**config.mk**
```make
export PLATFORM = sky130hd
export DESIGN_NAME = mips_multicycle_ctrl
export DESIGN_NICKNAME = d
export VERILOG_FILES = /design/src/rtl/mips_multicycle_ctrl.sv
export SDC_FILE = /design/constraint.sdc
export NUM_CORES = 1
export LEC_CHECK = 0
export ABC_AREA = 1
export CORE_MARGIN = 3
export CORE_UTILIZATION = 33
export CTS_BUF_LIST = sky130_fd_sc_hd__clkbuf_4 sky130_fd_sc_hd__clkbuf_8 sky130_fd_sc_hd__clkbuf_16
export DETAILED_ROUTE_END_ITERATION = 10
export PLACE_DENSITY = 0.5
export SETUP_SLACK_MARGIN = 0.1
export SYNTH_ARGS = -nofsm -noshare
export SYNTH_HDL_FRONTEND = slang
export SYNTH_SLANG_ARGS = --single-unit
```
**constraint.sdc**
```tcl
create_clock -name CLK -period 2.92 [get_ports CLK]
set_clock_uncertainty 0.05 [all_clocks]
set_input_delay 0.876 -clock CLK [delete_from_list [all_inputs] [get_ports CLK]]
set_output_delay 0.876 -clock CLK [all_outputs]
set_load 0.01 [all_outputs]
```
**src/rtl/mips_multicycle_ctrl.sv**
```systemverilog
// Multi-cycle control sequencer for a MIPS datapath: owns the PC, fetches over a
// req/ack handshake, latches the IR and steps the datapath through EXEC/MEM/WB/BRANCH.
module mips_multicycle_ctrl #(
  parameter logic [31:0] RESET_PC = 32'h0000_0000
) (
  input  logic        CLK,
  input  logic        RST_N,
  input  logic        run,
  output logic        fetch_req,
  output logic [31:0] pc,
  input  logic        fetch_ack,
  input  logic [31:0] fetch_data,
  output logic [31:0] INST,
  output logic        regDst,
  output logic        regWrite,
  output logic        ALUSrc,
  output logic        memWrite,
  output logic        memRead,
  output logic        memtoReg,
  output logic [3:0]  ALUcontrol,
  input  logic        is_Zero,
  output logic        illegal,
  output logic [31:0] retired
);

  typedef enum logic [2:0] {FETCH, DECODE, EXEC, MEM, WB, BRANCH} state_t;

  localparam logic [5:0] OP_RTYPE = 6'h00;
  localparam logic [5:0] OP_J     = 6'h02;
  localparam logic [5:0] OP_BEQ   = 6'h04;
  localparam logic [5:0] OP_BNE   = 6'h05;
  localparam logic [5:0] OP_ADDI  = 6'h08;
  localparam logic [5:0] OP_LW    = 6'h23;
  localparam logic [5:0] OP_SW    = 6'h2B;

  state_t      state;
  logic [31:0] pc_plus4;
  logic [5:0]  opcode;
  logic [5:0]  funct;
  logic        dec_valid;
  logic        dec_jump;
  logic [3:0]  dec_alu;
  logic        dec_src;
  logic        dec_dst;
  logic        dec_mtr;
  logic        branch_taken;
  logic [31:0] branch_target;
  logic [31:0] jump_target;

  assign opcode        = INST[31:26];
  assign funct         = INST[5:0];
  assign branch_taken  = (opcode == OP_BEQ) ? is_Zero : !is_Zero;
  assign branch_target = pc_plus4 + {{14{INST[15]}}, INST[15:0], 2'b00};
  assign jump_target   = {pc_plus4[31:28], INST[25:0], 2'b00};

  // Decode of the latched IR; only consumed while in DECODE.
  always_comb begin
    dec_valid = 1'b1;
    dec_jump  = 1'b0;
    dec_alu   = 4'b0010;
    dec_src   = 1'b0;
    dec_dst   = 1'b0;
    dec_mtr   = 1'b0;
    case (opcode)
      OP_RTYPE: begin
        dec_dst = 1'b1;
        case (funct)
          6'h20:   dec_alu = 4'b0010;
          6'h22:   dec_alu = 4'b0110;
          6'h24:   dec_alu = 4'b0000;
          6'h25:   dec_alu = 4'b0001;
          6'h2A:   dec_alu = 4'b0111;
          default: dec_valid = 1'b0;
        endcase
      end
      OP_LW: begin
        dec_src = 1'b1;
        dec_mtr = 1'b1;
      end
      OP_SW, OP_ADDI: dec_src = 1'b1;
      OP_BEQ, OP_BNE: dec_alu = 4'b0110;
      OP_J:           dec_jump = 1'b1;
      default:        dec_valid = 1'b0;
    endcase
  end

  // Every path back to FETCH re-arms fetch_req from run, so a new request
  // is visible in the very first FETCH cycle.
  always_ff @(posedge CLK or negedge RST_N) begin
    if (!RST_N) begin
      state      <= FETCH;
      pc         <= RESET_PC;
      pc_plus4   <= 32'h0;
      INST       <= 32'h0;
      retired    <= 32'h0;
      fetch_req  <= 1'b0;
      regDst     <= 1'b0;
      regWrite   <= 1'b0;
      ALUSrc     <= 1'b0;
      memWrite   <= 1'b0;
      memRead    <= 1'b0;
      memtoReg   <= 1'b0;
      ALUcontrol <= 4'b0000;
      illegal    <= 1'b0;
    end else begin
      illegal <= 1'b0;
      case (state)
        FETCH: begin
          if (fetch_req && fetch_ack) begin
            INST      <= fetch_data;
            pc_plus4  <= pc + 32'd4;
            fetch_req <= 1'b0;
            state     <= DECODE;
          end else begin
            fetch_req <= run;
          end
        end
        DECODE: begin
          if (dec_jump) begin
            pc        <= jump_target;
            retired   <= retired + 32'd1;
            fetch_req <= run;
            state     <= FETCH;
          end else if (dec_valid) begin
            ALUcontrol <= dec_alu;
            ALUSrc     <= dec_src;
            regDst     <= dec_dst;
            memtoReg   <= dec_mtr;
            state      <= EXEC;
          end else begin
            illegal   <= 1'b1;
            pc        <= pc_plus4;
            retired   <= retired + 32'd1;
            fetch_req <= run;
            state     <= FETCH;
          end
        end
        EXEC: begin
          if (opcode == OP_LW || opcode == OP_SW) begin
            memRead  <= (opcode == OP_LW);
            memWrite <= (opcode == OP_SW);
            state    <= MEM;
          end else if (opcode == OP_BEQ || opcode == OP_BNE) begin
            state <= BRANCH;
          end else begin
            regWrite <= 1'b1;
            state    <= WB;
          end
        end
        MEM: begin
          if (opcode == OP_LW) begin
            regWrite <= 1'b1;
            state    <= WB;
          end else begin
            memWrite  <= 1'b0;
            pc        <= pc_plus4;
            retired   <= retired + 32'd1;
            fetch_req <= run;
            state     <= FETCH;
          end
        end
        WB: begin
          regWrite  <= 1'b0;
          memRead   <= 1'b0;
          pc        <= pc_plus4;
          retired   <= retired + 32'd1;
          fetch_req <= run;
          state     <= FETCH;
        end
        BRANCH: begin
          pc        <= branch_taken ? branch_target : pc_plus4;
          retired   <= retired + 32'd1;
          fetch_req <= run;
          state     <= FETCH;
        end
        default: state <= FETCH;
      endcase
    end
  end

endmodule

```
# Word level (Yosys, flattened, before mapping)
# Cells that the tools add are included.
[word_totals]
mem_count = 0
inputBits = 37
register_bits = 143
rom_bits = 0
ram_bits = 0
latch_bits = 0
elab_cells = 108
out_inout_bits = 108
[op_classes]
n_addsub = 3
bitwise = 1
n_mux = 42
n_reduce_logical = 25
n_shift = 0
n_div = 0
eq_ne = 23
order_cmp = 0
mul = 0
[op_table]
columns = ["cell", "count"]
rows = [
  ["32-bit two-way mux", 7],
  ["32-bit one-hot mux with 4 select lines", 1],
  ["32-bit one-hot mux with 3 select lines", 1],
  ["6-bit equality test (second input constant)", 7],
  ["32-bit by 1-bit adder with 32-bit output (second input constant)", 1],
  ["32-bit by 3-bit adder with 32-bit output (second input constant)", 1],
  ["32-bit adder", 1],
  ["3-bit one-hot mux with 4 select lines", 2],
  ["1-bit two-way mux", 20],
  ["3-bit AND reduction", 5],
  ["6-bit by 3-bit equality test with 1-bit output (second input constant)", 2],
  ["2-bit inequality test (second input constant)", 6],
  ["3-bit two-way mux", 3],
  ["4-bit nonzero test", 2],
  ["3-bit by 2-bit equality test with 1-bit output (second input constant)", 2],
  ["3-bit equality test (second input constant)", 2],
  ["6-bit by 2-bit equality test with 1-bit output (second input constant)", 1],
  ["6-bit by 4-bit equality test with 1-bit output (second input constant)", 1],
  ["6-bit logical NOT", 1],
  ["1-bit one-hot mux with 2 select lines", 3],
  ["3-bit one-hot mux with 2 select lines", 1],
  ["3-bit nonzero test", 2],
  ["6-bit OR reduction", 1],
  ["5-bit OR reduction", 1],
  ["other kinds (15)", 20],
]

# Depth between registers and ports, before layout
# Gate-level depths: netlist (run 1).
[depth]
ltp_word = 7
depth_mapped = 15

# Worst setup path before layout (run 1)
# No wires, ideal clock.
[synth_path]
path_kind = "reg-to-reg"
from = "register INST[0]"
to = "register pc[8]"
t_required_ns = 2.749
synth_period_minus_slack_ns = 2.155
arrival_ns = 1.985
setup_slack_ns = 0.765
path_buffers = 0
path_stages_with_launch = 12
cell_sequence = "dfrtp_1 ha_1 fa_1 nand3_1 nand3_1 nand2_1 nand2_1 or2_2 nand3_1 nand3_1 nand2_1 o21ai_1"
[synth_via]
elab_chain_cells = 6
elab_cells_between_ends = 13
[synth_rtl]
columns = ["element", "line_no", "source"]
rows = [
  ["from (decl)", "13", "output logic [31:0] INST,"],
  ["from (signal assigned)", "110", "INST <= fetch_data;"],
  ["branches (longest 6 deep; another with 32-bit adder)", "n/a", ""],
  ["to (signal assigned)", "120", "pc <= jump_target;"],
  ["to (signal assigned)", "132", "pc <= pc_plus4;"],
  ["to (signal assigned)", "156", "pc <= pc_plus4;"],
  ["to (decl)", "10", "output logic [31:0] pc,"],
]
# Several ways; the timed one is not identified.
# A chain may end at the register's enable or synchronous reset.

# Final worst setup path (run 1)
[layout_path]
from = "register INST[15]"
to = "output INST[15]"
# No word-level cell between the ends.

==> results of run 1 <==
## per-stage QoR
stage | setup WS [ns] | total power [mW]
6_report | 0.305 | 13.2
5_1_grt | 0.173 | 14.3
4_1_cts | 0.297 | 13.3
3_5_place_dp | 0.178 | 10.8
3_3_place_gp | 0.163 | 10.9
2_1_floorplan | 0.765 | 7.90
## cell type report
cell class / count / area share [%]
multi-input combinational: 1153 / 43.4
sequential: 142 / 28.4
timing repair buffer: 167 / 13.2
inverter: 206 / 6.22
tap: 384 / 3.84
clock buffer: 18 / 3.51
clock inverter: 14 / 1.36
## routing by layer
layer / vias to the layer above / global-route usage, % / routed length [um]
met5: - / 0 / 0
met4: 0 / 6.81 / 913
met3: 54 / 4.61 / 2020
met2: 266 / 36.9 / 16900
met1: 4794 / 31.3 / 17300
li1: 5123 / - / -
## cells in the mapped netlist, drive strengths merged, types with 2 or more instances
| cell type | count |
|---|---|
| nand4 | 26 |
| inv | 206 |
| nand3 | 88 |
| or2 | 7 |
| a21oi | 37 |
| nor4 | 7 |
| nand3b | 7 |
| ha | 31 |
| o211ai | 4 |
| nor3 | 30 |
| buf | 20 |
| a21o | 2 |
| o21ai | 83 |
| nand2 | 602 |
| dfrtp | 142 |
| xnor2 | 15 |
| xor2 | 32 |
| clkbuf | 12 |
| nor2 | 158 |
| and2 | 8 |
| a31oi | 6 |
## sequential cells by signal (all words and copies together) (netlist names)
| signal | cells |
|---|---|
| ALUSrc | 1 |
| ALUcontrol | 3 |
| INST | 32 |
| fetch_req | 1 |
| illegal | 1 |
| memRead | 1 |
| memWrite | 1 |
| memtoReg | 1 |
| pc | 32 |
| pc_plus4 | 32 |
| regDst | 1 |
| regWrite | 1 |
| retired | 32 |
| state | 3 |
## kinds of logic after synthesis
group | Yosys count
compound gates | 139
other cells | 1
xor+xnor | 47
simple gates | 934
fa+ha+maj | 32
flops | 142
buf+inv | 238
## placed cells by master, fill, tap and decap left out, types with 4 or more instances in the layout
cell,instances
nand2_1,598
inv_1,200
nor2_1,154
clkdlybuf4s50_1,142
dfrtp_1,141
nand3_1,87
o21ai_0,69
a21oi_1,37
xor2_1,32
ha_1,31
nor3_1,28
nand4_1,26
buf_4,21
clkbuf_16,17
xnor2_1,15
o21ai_1,14
and2_1,8
nor4_1,7
or2_2,7
nand3b_1,7
inv_6,7
a31oi_1,6
inv_2,5
o211ai_1,4
## worst max path at each step
stage,cells after the start,endpoint,slack [ns],start
final,1,INST[15],0.30,INST[15]
after global routing,14,pc[28],0.17,INST[0]
after CTS,1,INST[15],0.30,INST[15]
after detailed placement,11,pc[29],0.18,INST[15]
after global placement,11,pc[29],0.16,INST[15]
after floorplan,11,pc[8],0.76,INST[0]
## repair_timing
action | in CTS | in global routing
hold buffers | 0 | 0
pin swaps | 0 | 0
setup endpoints to repair | 1 | 1
resized for setup | 1 | 1
## power groups by stage
stage | clock [mW] | combinational, mW | sequential [mW]
3_5_place_dp | 0 | 7.22 | 3.62
6_report | 2.35 | 7.25 | 3.61
3_3_place_gp | 0 | 7.26 | 3.65
5_1_grt | 2.47 | 8.17 | 3.71
2_1_floorplan | 0 | 4.44 | 3.46
4_1_cts | 2.39 | 7.26 | 3.60
==> impl_metrics.py, run 1 <==
metrics = {
    "status": {
        "outcome": "completed",
    },
    "sta": {
        "tightestPinTransition_ns": 0.575,
        "setup_viol": 0,
        "holdWs_ns": 0.356,
        "fin_setup_tns_ns": 0,
        "hold_viol_final": 0,
        "finalCriticalPeriod_ns": 2.62,
        "slew_viol_final": 0,
        "slew_headroom_pct": 61.6,
        "fmax_mhz": 382,
        "period_share_pct": 89.6,
        "rsz0062_at_grt": "false",
    },
    "setup_path": {
        "crit_chain": "clkdlybuf4s50_1",
        "critPathMaxFanout": 17,
        "critical_path_required_ns": 1.99,
        "end_kind": "primary output",
        "cp.arrival_ns": 1.69,
        "max_stage_delay_ns": 0.64,
        "reg2reg_from": "INST[15]",
        "path_delay_family": "flip-flops",
        "rr_worst_depth": 11,
        "cp_slowest_cell": "dfrtp_2",
        "setup.worst_path.start_class": "flip-flop",
        "r2r-end": "pc[29]",
        "r2r_slack_ns": 0.31,
        "critPathBufInv": 1,
        "path_class": "flip-flop to primary output",
    },
    "pwr": {
        "vdd_drop_max_v": 0.000407,
        "pwr-share-seq_pct": 27.4,
        "p_comb_share_pct": 54.9,
        "leakagePower_nw": 6.22,
        "p_switching_mw": 6.53,
        "switching_share_pct": 49.5,
        "p_per_area_mw_per_mm2": 1060,
        "clkPwrFrac_pct": 17.8,
        "internal_power_mw": 6.67,
    },
    "yosys": {
        "synth_warnings": 0,
        "synth_cell_types": 42,
        "syn-cell-area_mm2": 0.00994,
        "synth_area_per_cell_um2": 6.48,
        "synth_area_leaders": "dfrtp_1, nand2_1, inv_1",
        "syn_nets": 1602,
        "synth_xor_area_share_pct": 4.14,
        "synth_compound_area_share_pct": 7.42,
        "synth_top_cell_by_area": "dfrtp_1",
        "synth.ff_latch_count": 142,
        "synthSimpleGateAreaFrac_pct": 38.9,
        "yosys.area.top_type_share_pct": 35.8,
        "synth_mux_area_share_pct": 0,
        "synthCells": 1533,
        "synth_edf_count": 0,
        "yosysSeqAreaShare_pct": 35.8,
        "synthAdderAreaFrac_pct": 4.10,
        "synth_ff_type": "dfrtp_1",
        "synthArstFlopShare_pct": 100,
        "synth_top_family_by_area": "simple AND/OR/NAND/NOR gates",
    },
    "grt": {
        "antenna_found_initial": 0,
        "grt_max_degree": 64,
        "grt_pass1_vias": 10174,
        "grt_usage_pct": 22.9,
        "grt_overflow": 0,
        "grt_pass1_wl_um": 58400,
    },
    "final_layout": {
        "drive_gt1_share_pct": 4.82,
        "area_growth_pct": 25.8,
        "layout.cells.non_filler": 2084,
        "seq_area_mm2": 0.00355,
        "fin_area_mm2": 0.0125,
        "multiInputGateArea_mm2": 0.00543,
        "fillCellCount": 3158,
        "fin_util_pct": 42.9,
        "nets": 1756,
        "n_antenna_cell": 0,
    },
    "route": {
        "wire_per_inst_um": 17.8,
        "wl_um": 37100,
        "post-route-drc-count": 0,
        "antenna_left": 0,
        "first_pass_iters": 5,
        "drtIter0Drc": 710,
        "routed_via_density": 4.91,
        "vias": 10237,
    },
    "die": {
        "die_area_mm2": 0.0322,
        "rows": 62,
        "core-area_mm2": 0.0292,
        "ios": 145,
        "die_h_um": 180,
        "die_w_um": 180,
        "start_util_pct": 34.1,
    },
    "place": {
        "place.gp.congestion": 0.931,
        "place_area_mm2": 0.0119,
        "dp_cells": 2052,
        "place_hpwl_um": 28900,
        "port_buffers": 143,
    },
    "clocking": {
        "clock_insertion_delay_worst_skew_ns": 0.43,
        "cts_tree": "yes",
        "cts_sinks": 142,
        "numCtsBuffers": 17,
        "clockRootBuffer": "clkbuf_16",
        "cts_setup_buffers": 0,
        "clock_path_buffers": 2,
        "htree_levels": 4,
        "clk_pin_slew_worst_paths_ns": 0.07,
    },
    "worst_hold_path": {
        "min_path_type": "primary input to async pin",
    },
    "flow_run": {
        "maxCapViolations": 0,
    },
}
Power figures use the tool's default switching activity.
==> run 2, diff against run 1 <==
--- a/config.mk
+++ b/config.mk
@@ -6,6 +6,7 @@
 export NUM_CORES = 1
 export LEC_CHECK = 0
 export ABC_AREA = 1
+export CAP_MARGIN = 20
 export CORE_MARGIN = 3
 export CORE_UTILIZATION = 33
 export CTS_BUF_LIST = sky130_fd_sc_hd__clkbuf_4 sky130_fd_sc_hd__clkbuf_8 sky130_fd_sc_hd__clkbuf_16
==> results of run 2 <==
Same layout as run 1: the final DEF is identical, and so are final timing and power.
==> run 3, diff against run 2 <==
--- a/config.mk
+++ b/config.mk
@@ -6,10 +6,9 @@
 export NUM_CORES = 1
 export LEC_CHECK = 0
 export ABC_AREA = 1
-export CAP_MARGIN = 20
-export CORE_MARGIN = 3
 export CORE_UTILIZATION = 33
 export CTS_BUF_LIST = sky130_fd_sc_hd__clkbuf_4 sky130_fd_sc_hd__clkbuf_8 sky130_fd_sc_hd__clkbuf_16
+export CTS_CLUSTER_SIZE = 25
 export DETAILED_ROUTE_END_ITERATION = 10
 export PLACE_DENSITY = 0.5
 export SETUP_SLACK_MARGIN = 0.1
==> impl_metrics.py, run 3 (synthesis results as in run 1) <==
metrics = {
    "status": {
        "outcome": "finished with violations",
        "violations": "design-rule violations",
    },
    "die": {
        "die_h_um": 176,
        "rows": 63,
        "die_area_mm2": 0.0308,
        "die_w_um": 176,
        "start_util_pct": 33.5,
        "ios": 145,
        "core-area_mm2": 0.0296,
    },
    "clocking": {
        "clk_pin_slew_worst_paths_ns": 0.07,
        "htree_levels": 4,
        "clockRootBuffer": "clkbuf_16",
        "cts_setup_buffers": 0,
        "cts_tree": "yes",
        "clock_path_buffers": 2,
        "cts_sinks": 142,
        "numCtsBuffers": 17,
        "clock_insertion_delay_worst_skew_ns": 0.42,
    },
    "pwr": {
        "vdd_drop_max_v": 0.000428,
        "leakagePower_nw": 6.24,
        "p_per_area_mw_per_mm2": 1060,
    },
    "grt": {
        "antenna_found_initial": 1,
        "grt_pass1_vias": 10009,
        "grt_max_degree": 64,
        "grt_usage_pct": 24.9,
        "grt_pass1_wl_um": 58400,
        "grt_overflow": 0,
    },
    "sta": {
        "tightestPinTransition_ns": 0.697,
        "setup_viol": 0,
        "holdWs_ns": 0.317,
        "rsz0062_at_grt": "false",
        "slew_headroom_pct": 53.6,
        "slew_viol_final": 0,
        "fin_setup_tns_ns": 0,
        "finalCriticalPeriod_ns": 2.60,
        "period_share_pct": 89.1,
        "hold_viol_final": 0,
        "fmax_mhz": 385,
    },
    "setup_path": {
        "reg2reg_from": "INST[0]",
        "crit_path_end": "pc[10]",
        "path_class": "flip-flop to flip-flop",
        "critical_path_required_ns": 3.15,
        "critPathMaxFanout": 5,
        "r2r_slack_ns": 0.32,
        "setup.worst_path.start_class": "flip-flop",
        "rr_worst_depth": 12,
        "r2r-end": "pc[10]",
        "cp.arrival_ns": 2.83,
        "end_kind": "flip-flop",
        "crit_start": "INST[0]",
    },
    "route": {
        "drtIter0Drc": 749,
        "routed_via_density": 4.91,
        "post-route-drc-count": 4,
        "first_pass_iters": 9,
        "wl_um": 37200,
        "vias": 10276,
        "wire_per_inst_um": 17.8,
        "antenna_left": 0,
    },
    "place": {
        "place.gp.congestion": 0.988,
        "place_hpwl_um": 29300,
        "port_buffers": 143,
    },
    "final_layout": {
        "nets": 1758,
        "final_cell_mix": "nand2_1, inv_1, nor2_1",
        "fillCellCount": 3225,
        "area_growth_pct": 26.0,
        "drive_gt1_share_pct": 4.88,
        "final_common_cell": "nand2_1",
        "fin_util_pct": 42.2,
    },
    "flow_run": {
        "maxCapViolations": 0,
    },
    "worst_hold_path": {
        "min_path_type": "primary input to async pin",
    },
}
==> run 3: cell count changes in the layout (fill, tap and decap cells not counted), sizes merged <==
| cell | before | now |
|---|---|---|
| buf | 25 | 27 |
| inv | 215 | 213 |
| clkinv | 1 | 2 |
| diode | 0 | 1 |
==> run 3: final cells by class <==
cell class                      instances  area (um2)  share of cell area, %
Antenna cell                            1        2.50                 0.0200
Inverter                              206         776                   6.20
Tap cell                              390         488                   3.90
Timing Repair Buffer                  169        1680                   13.4
Clock inverter                         13         153                   1.22
Multi-Input combinational cell       1153        5430                   43.4
Clock buffer                           18         439                   3.51
Sequential cell                       142        3550                   28.4
==> run 3: worst min-delay path by stage <==
stage	startpoint	endpoint	slack, ns	cells past startpoint
after global routing	RST_N	INST[29]	0.34	1
after detailed placement	memtoReg	memtoReg	0.43	2
after floorplan	pc_plus4[0]	pc_plus4[0]	0.40	2
after CTS	RST_N	INST[28]	0.32	1
after global placement	pc_plus4[1]	pc_plus4[1]	0.42	2
final	RST_N	INST[28]	0.32	1
==> run 3: stage by stage <==
step	setup slack, ns	instance area, um2	power, mW	cells
global route	0.191	12500	14.4	2091
detailed placement	0.219	11900	10.9	2060
global placement	0.308	11900	11.0	2060
floorplan	0.765	9940	7.90	1533
finish	0.319	12500	13.3	2092
CTS	0.129	12500	13.3	2091
==> run 3: per-layer routing <==
metal | vias up | part of all wire, % | global-route usage, %
li1 | 5117 | - | -
met1 | 4842 | 48 | 34.8
met2 | 270 | 45 | 39.0
met3 | 47 | 5.4 | 4.33
met4 | 0 | 2.5 | 7.64
met5 | - | 0 | 0
==> run 3: power by group <==
part	internal (mW)	switching, mW	total (mW)	leakage, nW
Sequential	2.63	1.03	3.66	1.82
Clock	1.30	0.981	2.28	0.287
Combinational	2.77	4.57	7.34	4.13
Total	6.70	6.58	13.3	6.24
==> run 3: critical path, cell delays in order, from the launching register on <==
cell and delay, ns:
dfrtp_1 0.42, ha_1 0.34, fa_1 0.46, nand3_1 0.11
nand3_1 0.16, nand2_1 0.10, nand2_1 0.12, nor2_1 0.23
nor2_1 0.10, nand2_1 0.07, nand3_1 0.09, nand2_1 0.12
o21ai_1 0.08
==> run 3: repair_timing <==
action,CTS,global route
hold buffers,0,0
gates resized for setup,0,2
setup endpoints to repair,0,2
